## src/rtl/fifo_ctrl_fwft.sv

```systemverilog
// First-word-fall-through FIFO controller driving an external single-clock
// dual-port RAM. The RAM has a 1-cycle registered read port that holds its
// output until the next read enable. That read register is the head-of-queue
// register, so this block keeps only pointers, an occupancy count and a
// head-valid flag.
module fifo_ctrl_fwft #(
    parameter int ADDR_WIDTH   = 9,
    parameter int DATA_WIDTH   = 16,
    parameter int AFULL_THRESH = 2**ADDR_WIDTH - 4
) (
    input  logic                  clk,
    input  logic                  rst,
    input  logic                  wr_en_i,
    input  logic [DATA_WIDTH-1:0] wr_data_i,
    output logic                  full_o,
    output logic                  almost_full_o,
    input  logic                  rd_en_i,
    output logic [DATA_WIDTH-1:0] rd_data_o,
    output logic                  empty_o,
    output logic [ADDR_WIDTH:0]   count_o,
    output logic                  overflow_o,
    output logic                  underflow_o,
    output logic [ADDR_WIDTH-1:0] ram_waddr_o,
    output logic                  ram_we_o,
    output logic [DATA_WIDTH-1:0] ram_din_o,
    output logic [ADDR_WIDTH-1:0] ram_raddr_o,
    output logic                  ram_re_o,
    input  logic [DATA_WIDTH-1:0] ram_dout_i
);

    localparam logic [ADDR_WIDTH:0] DEPTH_C = (ADDR_WIDTH+1)'(2**ADDR_WIDTH);
    localparam logic [ADDR_WIDTH:0] AFULL_C = (ADDR_WIDTH+1)'(AFULL_THRESH);

    logic [ADDR_WIDTH-1:0] wptr_q, wptr_d;
    logic [ADDR_WIDTH-1:0] rptr_q, rptr_d;
    // Words sitting in RAM that have not yet been prefetched into the read register.
    logic [ADDR_WIDTH:0]   ram_cnt_q, ram_cnt_d;
    // The RAM read register currently holds the head word.
    logic                  out_valid_q, out_valid_d;
    logic                  overflow_q, overflow_d;
    logic                  underflow_q, underflow_d;

    logic [ADDR_WIDTH:0]   count;
    logic                  full;
    logic                  we;
    logic                  re;

    // Push/prefetch decisions and next-state computation.
    always_comb begin
        count = ram_cnt_q + {{ADDR_WIDTH{1'b0}}, out_valid_q};
        full  = (count == DEPTH_C);
        // Inputs are ignored while reset is asserted so no RAM write slips through.
        we    = !rst && wr_en_i && !full;
        // Refill the read register whenever it is empty or being consumed this cycle.
        // Only words written at earlier edges are counted in ram_cnt, so the read
        // address never collides with the same-cycle write address.
        re    = !rst && (ram_cnt_q != '0) && (!out_valid_q || rd_en_i);

        wptr_d = we ? wptr_q + 1'b1 : wptr_q;
        rptr_d = re ? rptr_q + 1'b1 : rptr_q;

        ram_cnt_d = ram_cnt_q;
        case ({we, re})
            2'b10:   ram_cnt_d = ram_cnt_q + 1'b1;
            2'b01:   ram_cnt_d = ram_cnt_q - 1'b1;
            default: ram_cnt_d = ram_cnt_q;
        endcase

        out_valid_d = out_valid_q;
        if (re) begin
            out_valid_d = 1'b1;
        end else if (rd_en_i) begin
            out_valid_d = 1'b0;
        end

        overflow_d  = wr_en_i && full;
        underflow_d = rd_en_i && !out_valid_q;
    end

    // State registers with synchronous active-high reset; RAM contents are untouched.
    always_ff @(posedge clk) begin
        if (rst) begin
            wptr_q      <= '0;
            rptr_q      <= '0;
            ram_cnt_q   <= '0;
            out_valid_q <= 1'b0;
            overflow_q  <= 1'b0;
            underflow_q <= 1'b0;
        end else begin
            wptr_q      <= wptr_d;
            rptr_q      <= rptr_d;
            ram_cnt_q   <= ram_cnt_d;
            out_valid_q <= out_valid_d;
            overflow_q  <= overflow_d;
            underflow_q <= underflow_d;
        end
    end

    // Output mapping.
    always_comb begin
        full_o        = full;
        almost_full_o = (count >= AFULL_C);
        empty_o       = !out_valid_q;
        count_o       = count;
        rd_data_o     = ram_dout_i;
        overflow_o    = overflow_q;
        underflow_o   = underflow_q;
        ram_we_o      = we;
        ram_waddr_o   = wptr_q;
        ram_din_o     = wr_data_i;
        ram_re_o      = re;
        ram_raddr_o   = rptr_q;
    end

endmodule

```

## config.mk

```make
export PLATFORM = sky130hd
export DESIGN_NAME = fifo_ctrl_fwft
export DESIGN_NICKNAME = d
export VERILOG_FILES = /design/src/rtl/fifo_ctrl_fwft.sv
export SDC_FILE = /design/constraint.sdc
export NUM_CORES = 1
export LEC_CHECK = 0
export BUFFER_PORTS_ARGS = -buffer_cell sky130_fd_sc_hd__buf_2
export CAP_MARGIN = 30
export CORE_ASPECT_RATIO = 0.5
export CORE_MARGIN = 8
export CORE_UTILIZATION = 29
export DETAILED_ROUTE_END_ITERATION = 7
export HOLD_SLACK_MARGIN = 0.06
export PLACE_DENSITY = 0.51
export SETUP_SLACK_MARGIN = 0.4
export SLEW_MARGIN = 20
export SYNTH_ARGS = -nofsm -noshare
export SYNTH_HDL_FRONTEND = slang
export SYNTH_SLANG_ARGS = --single-unit
```

## constraint.sdc

```tcl
create_clock -name clk -period 8.1 [get_ports clk]
set_input_delay 1.215 -clock clk [delete_from_list [all_inputs] [get_ports clk]]
set_output_delay 1.215 -clock clk [all_outputs]
set_load 0.01 [all_outputs]
```

# Word-level counts from Yosys, hierarchy flattened

Index checks and enable logic that the tools add are counted.

Output and inout bits: 67
Register bits after elaboration: 31
Input bits: 36
Word-level logic and storage cells: 31
Bits in latches: 0
Memory bits (writable): 0
Bits in read-only memories: 0
Memories kept: 0

Muxes and demuxes: 3
$add $sub $neg: 5
Order comparisons: 1
Multiply operators: 0
Bitwise operators: 0
Divide/modulo/power cells: 0
Eq/ne operators: 3
Reduce and logical (&&, ||, !) cells: 13
Shift operators: 0

Operator list:

| operator                | count |
|---|---|
| $pmux W10 S2            | 1 |
| $add A9 B1 Y9 const B   | 2 |
| $add A10 B1 Y10         | 1 |
| $add A10 B1 Y10 const B | 1 |
| $eq A10 B10 Y1 const B  | 1 |
| $ge A10 B9 Y1 const B   | 1 |
| $reduce_bool A10 Y1     | 1 |
| $sub A10 B1 Y10 const B | 1 |
| $logic_and A1 B1 Y1     | 6 |
| $reduce_bool A2 Y1      | 2 |
| $logic_not A1 Y1        | 3 |
| $eq A2 B1 Y1 const B    | 1 |
| $eq A2 B2 Y1 const B    | 1 |
| $mux W1                 | 2 |
| $logic_or A1 B1 Y1      | 1 |

# Depth between registers and ports, before layout

Gate-level depths: netlist of run 1.

Depth after elaboration: 6
Depth in mapped cells: 16
Gate-level depth less buffers: 15

# Worst setup path after synthesis of run 1

No wires, ideal clock.

Path type: reg-to-reg
Start point: reg ram_cnt_q[0]
End point: reg ram_cnt_q[7]
Path buffers: 1
Setup time: 0.122 ns
Path slack: 4.268 ns
Required time: 7.978 ns
Arrival: 3.710 ns
Stages on the path, launching flop included: 17
Period minus slack after synthesis: 3.832 ns
Cell sequence: dfxtp_1 -> ha_1 -> ha_1 -> nor2_1 -> o21ai_0 -> or3_1 -> a21oi_4 -> buf_6 -> nand2b_1 -> ha_1 -> ha_1 -> a211oi_1 -> o21bai_1 -> a21o_1 -> a31oi_1 -> nor4_1 -> a311o_1

Word-level cells in the longest chain between the ends: 6
Elaborated cells on any way between the ends: 13
Classes of those cells: add/sub: 3; eq/ne: 3; mux: 1; reduce/logical: 6

Ends and longest elaborated chain:

| element                                            | RTL line | text |
|---|---|---|
| start: declaration                                 | 37       | `logic [ADDR_WIDTH:0] ram_cnt_q, ram_cnt_d;` |
| start signal: assignment                           | 92       | `ram_cnt_q <= ram_cnt_d;` |
| $add A10 B1 Y10 (*)                                | 50       | `count = ram_cnt_q + {{ADDR_WIDTH{1'b0}}, out_valid_q};` |
| net count_o[1]                                     | 20       | `output logic [ADDR_WIDTH:0] count_o,` |
| $eq A10 B10 Y1 (*)                                 | 51       | `full = (count == DEPTH_C);` |
| net full_o                                         | 15       | `output logic full_o,` |
| $logic_not A1 Y1 (*)                               | 53       | `we = !rst && wr_en_i && !full;` |
| $logic_and A1 B1 Y1 (*)                            | 53       |  |
| $eq A2 B1 Y1 or $eq A2 B2 Y1 (tied branches)       | 63       | `case ({we, re})` |
| $pmux W10 S2 or $reduce_bool A2 Y1 (tied branches) | -        |  |

Mark *: on every way through the listed nets, which the timed path passes. The rest lies on a longest branch.
A chain may end at the register's enable or synchronous reset.

# Final worst setup path of run 1

Start point: reg ram_cnt_q[0]
End point: reg ram_cnt_q[7]

Word-level cells in the longest chain between the ends: 6
Elaborated cells on any way between the ends: 13
Classes of those cells: add/sub: 3; eq/ne: 3; mux: 1; reduce/logical: 6

Ends and longest elaborated chain:

| element                                            | RTL line |
|---|---|
| $add A10 B1 Y10                                    | 50 |
| $eq A10 B10 Y1                                     | 51 |
| $logic_not A1 Y1                                   | 53 |
| $logic_and A1 B1 Y1                                | 53 |
| $eq A2 B1 Y1 or $eq A2 B2 Y1 (tied branches)       | 63 |
| $pmux W10 S2 or $reduce_bool A2 Y1 (tied branches) | - |

Several ways; a longest one is shown, not always the timed one.

==> run metrics, run 1 <==
outcome=finished, final reports clean; Crit path top cell by count=ha_1; port buffer count=38; nets=319; RSZ-0062 raised after global routing=no; CTS tree=yes; chip width=142 µm; PostCTS Resize Cnt=0; cell depth of the worst min-delay path=2; Synth Area in Adders=7.98%; compound-gate portion of the synthesized area=16.7%; Worst Hold Launch=ram_waddr_o[8]; EDFF count, synth=0; DRT iter0 DRCs=126; # rows=23; fin worst setup slack=around 3600 ps; cell total after placement=374; maximum vdd ir drop=about 120 µV; DR vias=about 1.9k; register area share after synthesis=27.1%; Hold Violations, Final=0; r2r setup slk=about 3600 ps; Clock transition at path regs=50 ps; Avg Cell Area, Syn=8.61 µm²; CTS buffer count=5; total congestion overflow=0; clk_lat worst skew=~270 ps; CTS sink count=31; Worst slew margin=57.5%; HPWL Detailed=3890 µm; largest net degree at the start of global routing=32; final non-filler cell total=around 380; mapped cell area=2290 µm²; post-synth top area share=27.1%; Post-Synth XOR/XNOR Area=8.03%; Pwr per Cell Area=329 nW/µm²; Crit. path cell count=15; CTS Buffer Depth=2; max incr delay on CP=470 ps; Setup Buffers After CTS=0; FILL cells=about 800; pre-CTS setup slack=about 3700 ps; CP startpoint kind=flop; Setup violations, final=0; worst reg2reg path startpoint=ram_cnt_q[0]; largest family of logic cells by synthesized area=simple AND/OR/NAND/NOR gates; critical path type=reg2reg; Critical Path, Cell by Cell=ha_1, ha_1, nand2_1, nor2_1, o211ai_2, a21oi_4, nand2b_1, ha_1, ha_1, a211oi_1, o21bai_1, a21o_1, a31oi_1, nor4_1, a311o_1; Starting Density=29.3%; post-route ant nets=0; Power Total=812 µW; flops & latches, synth=31; synth unique cells=57; Core Region=7830 µm²; Slowest-stage cell, CP=dfxtp_1; Avg WL per Cell=14.0 µm; setup tns final=0 ps; final wirelength=5350 µm; most area-consuming cells after synthesis=dfxtp_1 (27%), buf_4 (11%), ha_1 (7.1%); Die Area=about 11000 µm²; CP required=8260 ps; gpl congestion=0.805; vias in the first global route=between 1.5k and 2k; max-slew violations=0; Residual DRC=0; Bufs and invs on worst path=0; fraction of layout cells with a size suffix above 1=about 23%; Critical Path Fanout Max=18; top cell family by delay on the critical path=compound AO/OA/AOI/OAI gates; Gate Count Post-Synth=266; post-synth net total=316; first-pass GRT wire length=around 8900 µm; Worst Path Arrival=approximately 4600 ps; Tcrit/Tclk final=55.0%; most frequent cells in the layout=buf_2 (38), dfxtp_1 (31), nor2_1 (28), nand2_1 (17), a21oi_1 (14); skew final=about 4.6 ps; R2R cell count=15; Area Growth Syn to Fin=7.87%; CTS Hold Bufs=0; boundary pin count=just over 100; Via density=4.86; # diodes=0; most common cell after layout, fill and taps aside=buf_2; router iterations before antenna repair=4; CP Capture Type=flop; mux cell area share after synthesis=2.90%; Post-Synth Simple-Gate Area=22.1%; initial antenna violation count=0; Tmin final=4450 ps; reg2reg end=ram_cnt_q[7]; Achievable Freq=0.225 GHz; Root Buffer=clkbuf_16; Leak=1.09 nW; Die Height=78.8 µm; Most used DFF post-synth=dfxtp_1; asr flop ratio synth=0%; Hold Path Class=reg2reg; cell type with the largest total area after synthesis=dfxtp_1; max cap viols=0; worst-margin pin slew=632 ps; sink of the worst hold path=ram_waddr_o[8]; total track usage=under 10%; H-tree depth=2; yosys warns=0
## cells in the mapped netlist, types with 3 or more instances
master and number:
nand3_1 9, mux2i_1 4, or4_1 3, buf_4 35
nor2b_1 5, dfxtp_1 31, nand4_1 4, buf_6 4
a21o_1 5, o31ai_1 3, or3_1 4, xor2_1 11
inv_1 6, nor2_1 28, xnor2_1 10, o21ai_0 6
a21oi_1 14, nor3_1 4, and3_1 3, o41ai_1 3
nand2_1 17, ha_1 13
## metrics by stage
step	hold WS [ps]	area (µm²)	util, %
after global routing	517	2470	31.6
after global placement	465	2300	29.3
after CTS	477	2470	31.6
after detailed placement	469	2300	29.3
final	479	2470	31.6
after floorplan	496	2290	-
## routing by layer
layer / GRT usage (%) / wire length [µm]
met4: 6.70 / 179
met5: 0 / 0
met1: 11.2 / 2430
met2: 16.1 / 2570
met3: 1.26 / 178
## logic make-up after synthesis
group | count (synthesis)
simple gates | 95
compound gates | 51
buf+inv | 48
flops | 31
xor+xnor | 21
fa+ha+maj | 14
mux | 6
## tightest hold or removal path: stages, from the launching register on
cell and delay (ps):
dfxtp_1 320, o31ai_1 60, a21oi_1 50
## worst max-delay path by stage
stage                  from           end  slack, ps
4_1_cts        ram_cnt_q[0]  ram_cnt_q[7]       3630
2_1_floorplan  ram_cnt_q[0]  ram_cnt_q[7]       4270
6_report       ram_cnt_q[0]  ram_cnt_q[7]       3650
3_5_place_dp   ram_cnt_q[0]  ram_cnt_q[7]       3660
3_3_place_gp   ram_cnt_q[0]  ram_cnt_q[7]       3720
5_1_grt        ram_cnt_q[0]  ram_cnt_q[7]       3230
## power breakdown
part | total [mW] | leakage (nW) | switching, mW | internal, mW
registers | 0.230 | 0.252 | 0.0511 | 0.179
clock network | 0.221 | 0.0868 | 0.0683 | 0.153
logic | 0.361 | 0.749 | 0.201 | 0.160
## sequential cells by signal, indices dropped and copies added, names as in the netlist
register	cells
ram_cnt_q	10
ram_waddr_o	9
ram_raddr_o	9
out_valid_q	1
underflow_o	1
overflow_o	1
## final cells by class
class	instances	area, µm²	share of cell area [%]
clock buffers	6	139	5.62
inverters	6	22.5	0.912
flip-flops and latches	31	621	25.1
well taps	112	140	5.67
multi-input cells	187	1320	53.5
clock inverters	2	35.0	1.42
repair buffers	38	190	7.70
Power figures use the tool's default switching activity.
==> run 2, diff against run 1 <==
Settings changed: PLACE_DENSITY 0.51 to 0.53.
Clock period 8.1 ns to 4 ns, I/O delays scaled along.
==> run 2 against run 1 <==
Against the previous run:
- design area rose by 3.1%
- die area stayed put
- global-route usage up 0.10 points
- sequential cell count unchanged
- critical path depth did not move
- highest routed layer unchanged
==> run metrics, run 2 (same netlist as run 1, synthesis figures left out) <==
max cap viols=0; Critical Path Fanout Max=6; max incr delay on CP=400 ps; chip width=142 µm; CTS sink count=31; H-tree depth=2; first-pass GRT wire length=8960 µm; total congestion overflow=0; Tmin final=roughly 3400 ps; Via density=roughly 4.9; critical path type=reg2reg; CP required=4160 ps; Hold Path Class=reg2reg; setup tns final=0 ps; maximum vdd ir drop=236 µV; final wirelength=5440 µm; Bufs and invs on worst path=0; HPWL Detailed=4040 µm; CP Capture Type=flop; Worst Path Arrival=approximately 3600 ps; reg2reg end=ram_cnt_q[7]; Worst Hold Margin=475 ps; largest reg by FF count=ram_cnt_q; initial antenna violation count=0; Power Total=1.67 mW; # rows=23; max-slew violations=0; gpl congestion=0.856; Tcrit/Tclk final=85.4%; CTS Buffer Depth=2; Die Area=11200 µm²; vias in the first global route=1793; worst-margin pin slew=693 ps; clk_lat worst skew=270 ps; Clock transition at path regs=50 ps; Slowest-stage cell, CP=dfxtp_4; largest net degree at the start of global routing=22; outcome=finished, final reports clean; Setup violations, final=0; Die Height=78.8 µm; DR vias=~1.9k; DRT iter0 DRCs=90; Pwr per Cell Area=655 nW/µm²; most frequent cells in the layout=buf_2 (38), dfxtp_1 (30), nor2_1 (27), nand2_1 (17), a21oi_1 (14); Worst slew margin=between 50% and 60%; max reg flops=10; top cell family by delay on the critical path=compound AO/OA/AOI/OAI gates; r2r setup slk=580 ps; skew final=5.25 ps; Achievable Freq=0.293 GHz; port buffer count=38; CTS tree=yes; R2R cell count=15; RSZ-0062 raised after global routing=no; Core Region=7830 µm²; # diodes=0; Root Buffer=clkbuf_16; Starting Density=29.3%; fin worst setup slack=582 ps; cell depth of the worst min-delay path=2; Leak=1.11 nW; Residual DRC=0; CP startpoint kind=flop; Area Growth Syn to Fin=11.2%; Crit path top cell by count=ha_4; Hold Violations, Final=0; Worst Hold Launch=ram_waddr_o[8]; boundary pin count=103; fraction of layout cells with a size suffix above 1=28.1%; Avg WL per Cell=14.1 µm; sink of the worst hold path=ram_waddr_o[8]; CTS buffer count=5; most common cell after layout, fill and taps aside=buf_2; pre-CTS setup slack=305 ps; total track usage=9.64%; post-route ant nets=0; worst reg2reg path startpoint=ram_cnt_q[0]; nets=324; router iterations before antenna repair=4; Critical Path, Cell by Cell=ha_4, ha_2, nor2_1, o21ai_0, or3_4, a21oi_4, nand2b_4, ha_4, ha_1, a211oi_2, o21bai_1, a21o_1, a31oi_2, nor4_1, a311o_1
-- run 2: how the worst max path moves through the flow --
stage / startpoint / to / depth (start not counted)
2_1_floorplan: ram_cnt_q[0] / ram_cnt_q[7] / 16
3_3_place_gp: ram_cnt_q[0] / ram_cnt_q[7] / 15
3_5_place_dp: ram_cnt_q[0] / ram_cnt_q[7] / 15
4_1_cts: ram_cnt_q[0] / ram_cnt_q[7] / 15
5_1_grt: out_valid_q / ram_cnt_q[7] / 15
6_report: ram_cnt_q[0] / ram_cnt_q[7] / 15
-- run 2: layout make-up --
type,instances,area [µm²]
inverters,6,22.5
fillers,815,5280
clock buffers,6,139
multi-input cells,187,1390
flip-flops and latches,31,624
repair buffers,43,228
well taps,112,140
clock inverters,1,5.00
-- run 2: where the power goes --
group | internal (mW) | switching, mW | total (mW) | leakage, nW
Combinational | 0.388 | 0.436 | 0.823 | 0.784
Sequential | 0.365 | 0.104 | 0.469 | 0.253
Clock | 0.243 | 0.133 | 0.376 | 0.0727
-- run 2: stage by stage --
stage	instance area, µm²	instances	util (%)
4_1_cts	2500	385	32.0
3_3_place_gp	2340	377	29.9
6_report	2550	386	32.5
3_5_place_dp	2340	377	29.9
5_1_grt	2550	386	32.5
2_1_floorplan	2310	266	-
-- run 2: routing by layer --
metal  GRT usage (%)  share of wire, %  up-vias
met5               0                 0        -
met1            11.4                44      900
li1                -                 -      930
met2            16.9                50       36
met3            1.26               3.2       36
met4            5.42               3.4        0
-- run 2: worst register-to-register path, stage by stage, from the launching register on --
cell	delay, ps
dfxtp_4	400
ha_4	160
ha_2	270
nor2_1	120
o21ai_0	100
or3_4	350
a21oi_4	120
nand2b_4	150
ha_4	180
ha_1	260
a211oi_2	260
o21bai_1	120
a21o_1	220
a31oi_2	210
nor4_1	70
a311o_1	310
-- run 2: repair_timing --
action / 4_1_cts / 5_1_grt
buffers inserted: 1 / 1
pin swaps: 0 / 2
hold buffers: 0 / 0
gates resized for setup: 4 / 7
endpoints found under the hold margin: 0 / 0
endpoints found under the setup margin: 3 / 3
==> run 3, diff against run 2 <==
Settings changed: CTS_CLUSTER_DIAMETER set to 100, PLACE_DENSITY 0.53 to 0.51.
Clock period 4 ns to 3.5 ns, I/O delays scaled along.
==> run 3 against run 2 <==
Against the previous run:
- largest cell class unchanged
- cell count rose by 3.6%
- core utilization up 3.2 points
- fmax up 5.6%
- global-route usage increased by 0.12 points
- die area stayed put
- non-clock buffer count grew 13
- register-to-register slack got worse by 320 ps
- design area grew 9.8%
- clock skew fell by 0.75 ps
==> run metrics, run 3 (same netlist as run 1, synthesis figures left out) <==
most common cell after layout, fill and taps aside=buf_2; Hold Violations, Final=0; largest reg by FF count=ram_cnt_q; Worst slew margin=between 60% and 70%; CTS buffer count=5; Root Buffer=clkbuf_16; RSZ-0062 raised after global routing=yes; Setup violations, final=0; cell depth of the worst min-delay path=2; DR vias=1963; Avg WL per Cell=14.2 µm; most frequent cells in the layout=buf_2 (38), nor2_1 (26), dfxtp_1 (25), nand2_1 (17), buf_4 (17); Residual DRC=0; max cap viols=0; max-slew violations=0; Worst Path Arrival=3400 ps; outcome=finished, final reports clean; critical path type=reg2reg; CTS sink count=31; Die Area=around 11000 µm²; Clock transition at path regs=50 ps; Tcrit/Tclk final=around 92%; first-pass GRT wire length=9070 µm; DRT iter0 DRCs=93; gpl congestion=0.791; total congestion overflow=0; vias in the first global route=1809; CP required=3660 ps; CP Capture Type=flop; CP startpoint kind=flop; pre-CTS setup slack=63.3 ps; worst-margin pin slew=476 ps; R2R cell count=15; Placed Area=between 2000 and 2500 µm²; CTS tree=yes; Area Growth Syn to Fin=22.1%; final wirelength=5690 µm; fin worst setup slack=264 ps; Via density=4.91; Pwr per Cell Area=779 nW/µm²; CTS Buffer Depth=2; Starting Density=29.3%; initial antenna violation count=0; clk_lat worst skew=270 ps; total track usage=9.76%; Achievable Freq=0.309 GHz; # rows=23; Final Cell Area=2800 µm²; Worst Hold Launch=ram_waddr_o[8]; post-route ant nets=0; Critical Path Fanout Max=8; # diodes=0; boundary pin count=103; Die Height=78.8 µm; maximum vdd ir drop=298 µV; worst reg2reg path startpoint=ram_cnt_q[0]; Hold Path Class=reg2reg; port buffer count=38; FILL cells=799; Power Total=2.18 mW; skew final=4.49 ps; H-tree depth=2; chip width=around 140 µm; max reg flops=10; setup tns final=0 ps; largest net degree at the start of global routing=30; reg2reg end=ram_cnt_q[9]; Tmin final=3240 ps; HPWL Detailed=4150 µm; nets=337; sink of the worst hold path=ram_waddr_o[8]; router iterations before antenna repair=4; fraction of layout cells with a size suffix above 1=37.8%; Leak=1.20 nW; Core Region=7830 µm²; r2r setup slk=260 ps
-- run 3: how the worst max path moves through the flow --
stage                      start           end  cells after the start
finish              ram_cnt_q[0]  ram_cnt_q[9]                     15
global placement    ram_cnt_q[0]  ram_cnt_q[9]                     15
floorplan           ram_cnt_q[0]  ram_cnt_q[9]                     16
global route        ram_cnt_q[0]  ram_cnt_q[9]                     15
detailed placement  ram_cnt_q[0]  ram_cnt_q[9]                     15
CTS                 ram_cnt_q[0]  ram_cnt_q[9]                     15
-- run 3: final cells by class --
cell class / instances / area, µm² / share of cell area [%]
repair buffers: 56 / 329 / 11.8
well taps: 112 / 140 / 5.01
inverters: 6 / 22.5 / 0.806
flip-flops and latches: 31 / 633 / 22.6
clock inverters: 1 / 5.00 / 0.179
clock buffers: 7 / 164 / 5.86
multi-input cells: 187 / 1500 / 53.7
-- run 3: report_power, final --
part,switching (mW),leakage (nW),internal (mW)
Sequential,0.105,0.255,0.423
Clock,0.160,0.0850,0.325
Combinational,0.585,0.861,0.579
-- run 3: per-layer routing --
metal | part of all wire (%) | up-vias | GRT usage, %
met4 | 3.9 | 0 | 5.53
met1 | 44 | 907 | 11.7
met5 | 0 | - | 0
met3 | 5.3 | 45 | 1.73
met2 | 47 | 51 | 16.5
li1 | - | 960 | -
-- run 3: per-stage QoR --
stage               hold slack (ps)  cells  utilization [%]
floorplan                       496    266                -
global placement                466    385             31.8
detailed placement              479    385             31.8
CTS                             488    400             34.8
global route                    508    400             35.7
finish                          487    400             35.7
-- run 3: what timing repair did --
item / CTS / global route
pin swaps: 13 / 12
endpoints found under the setup margin: 5 / 7
gates cloned: 0 / 0
buffers inserted: 7 / 0
gates resized for setup: 6 / 17
hold buffers: 0 / 0
-- run 3: critical path: stages, from the launching register on --
cell	delay, ps
dfxtp_4	350
ha_4	170
ha_4	230
nor2_4	60
o21ai_1	70
or3_4	380
a21oi_4	130
nand2b_4	160
ha_4	230
ha_4	230
a211oi_4	230
o21bai_2	100
a21oi_2	160
mux2i_1	230
a21oi_2	80
mux2_4	300
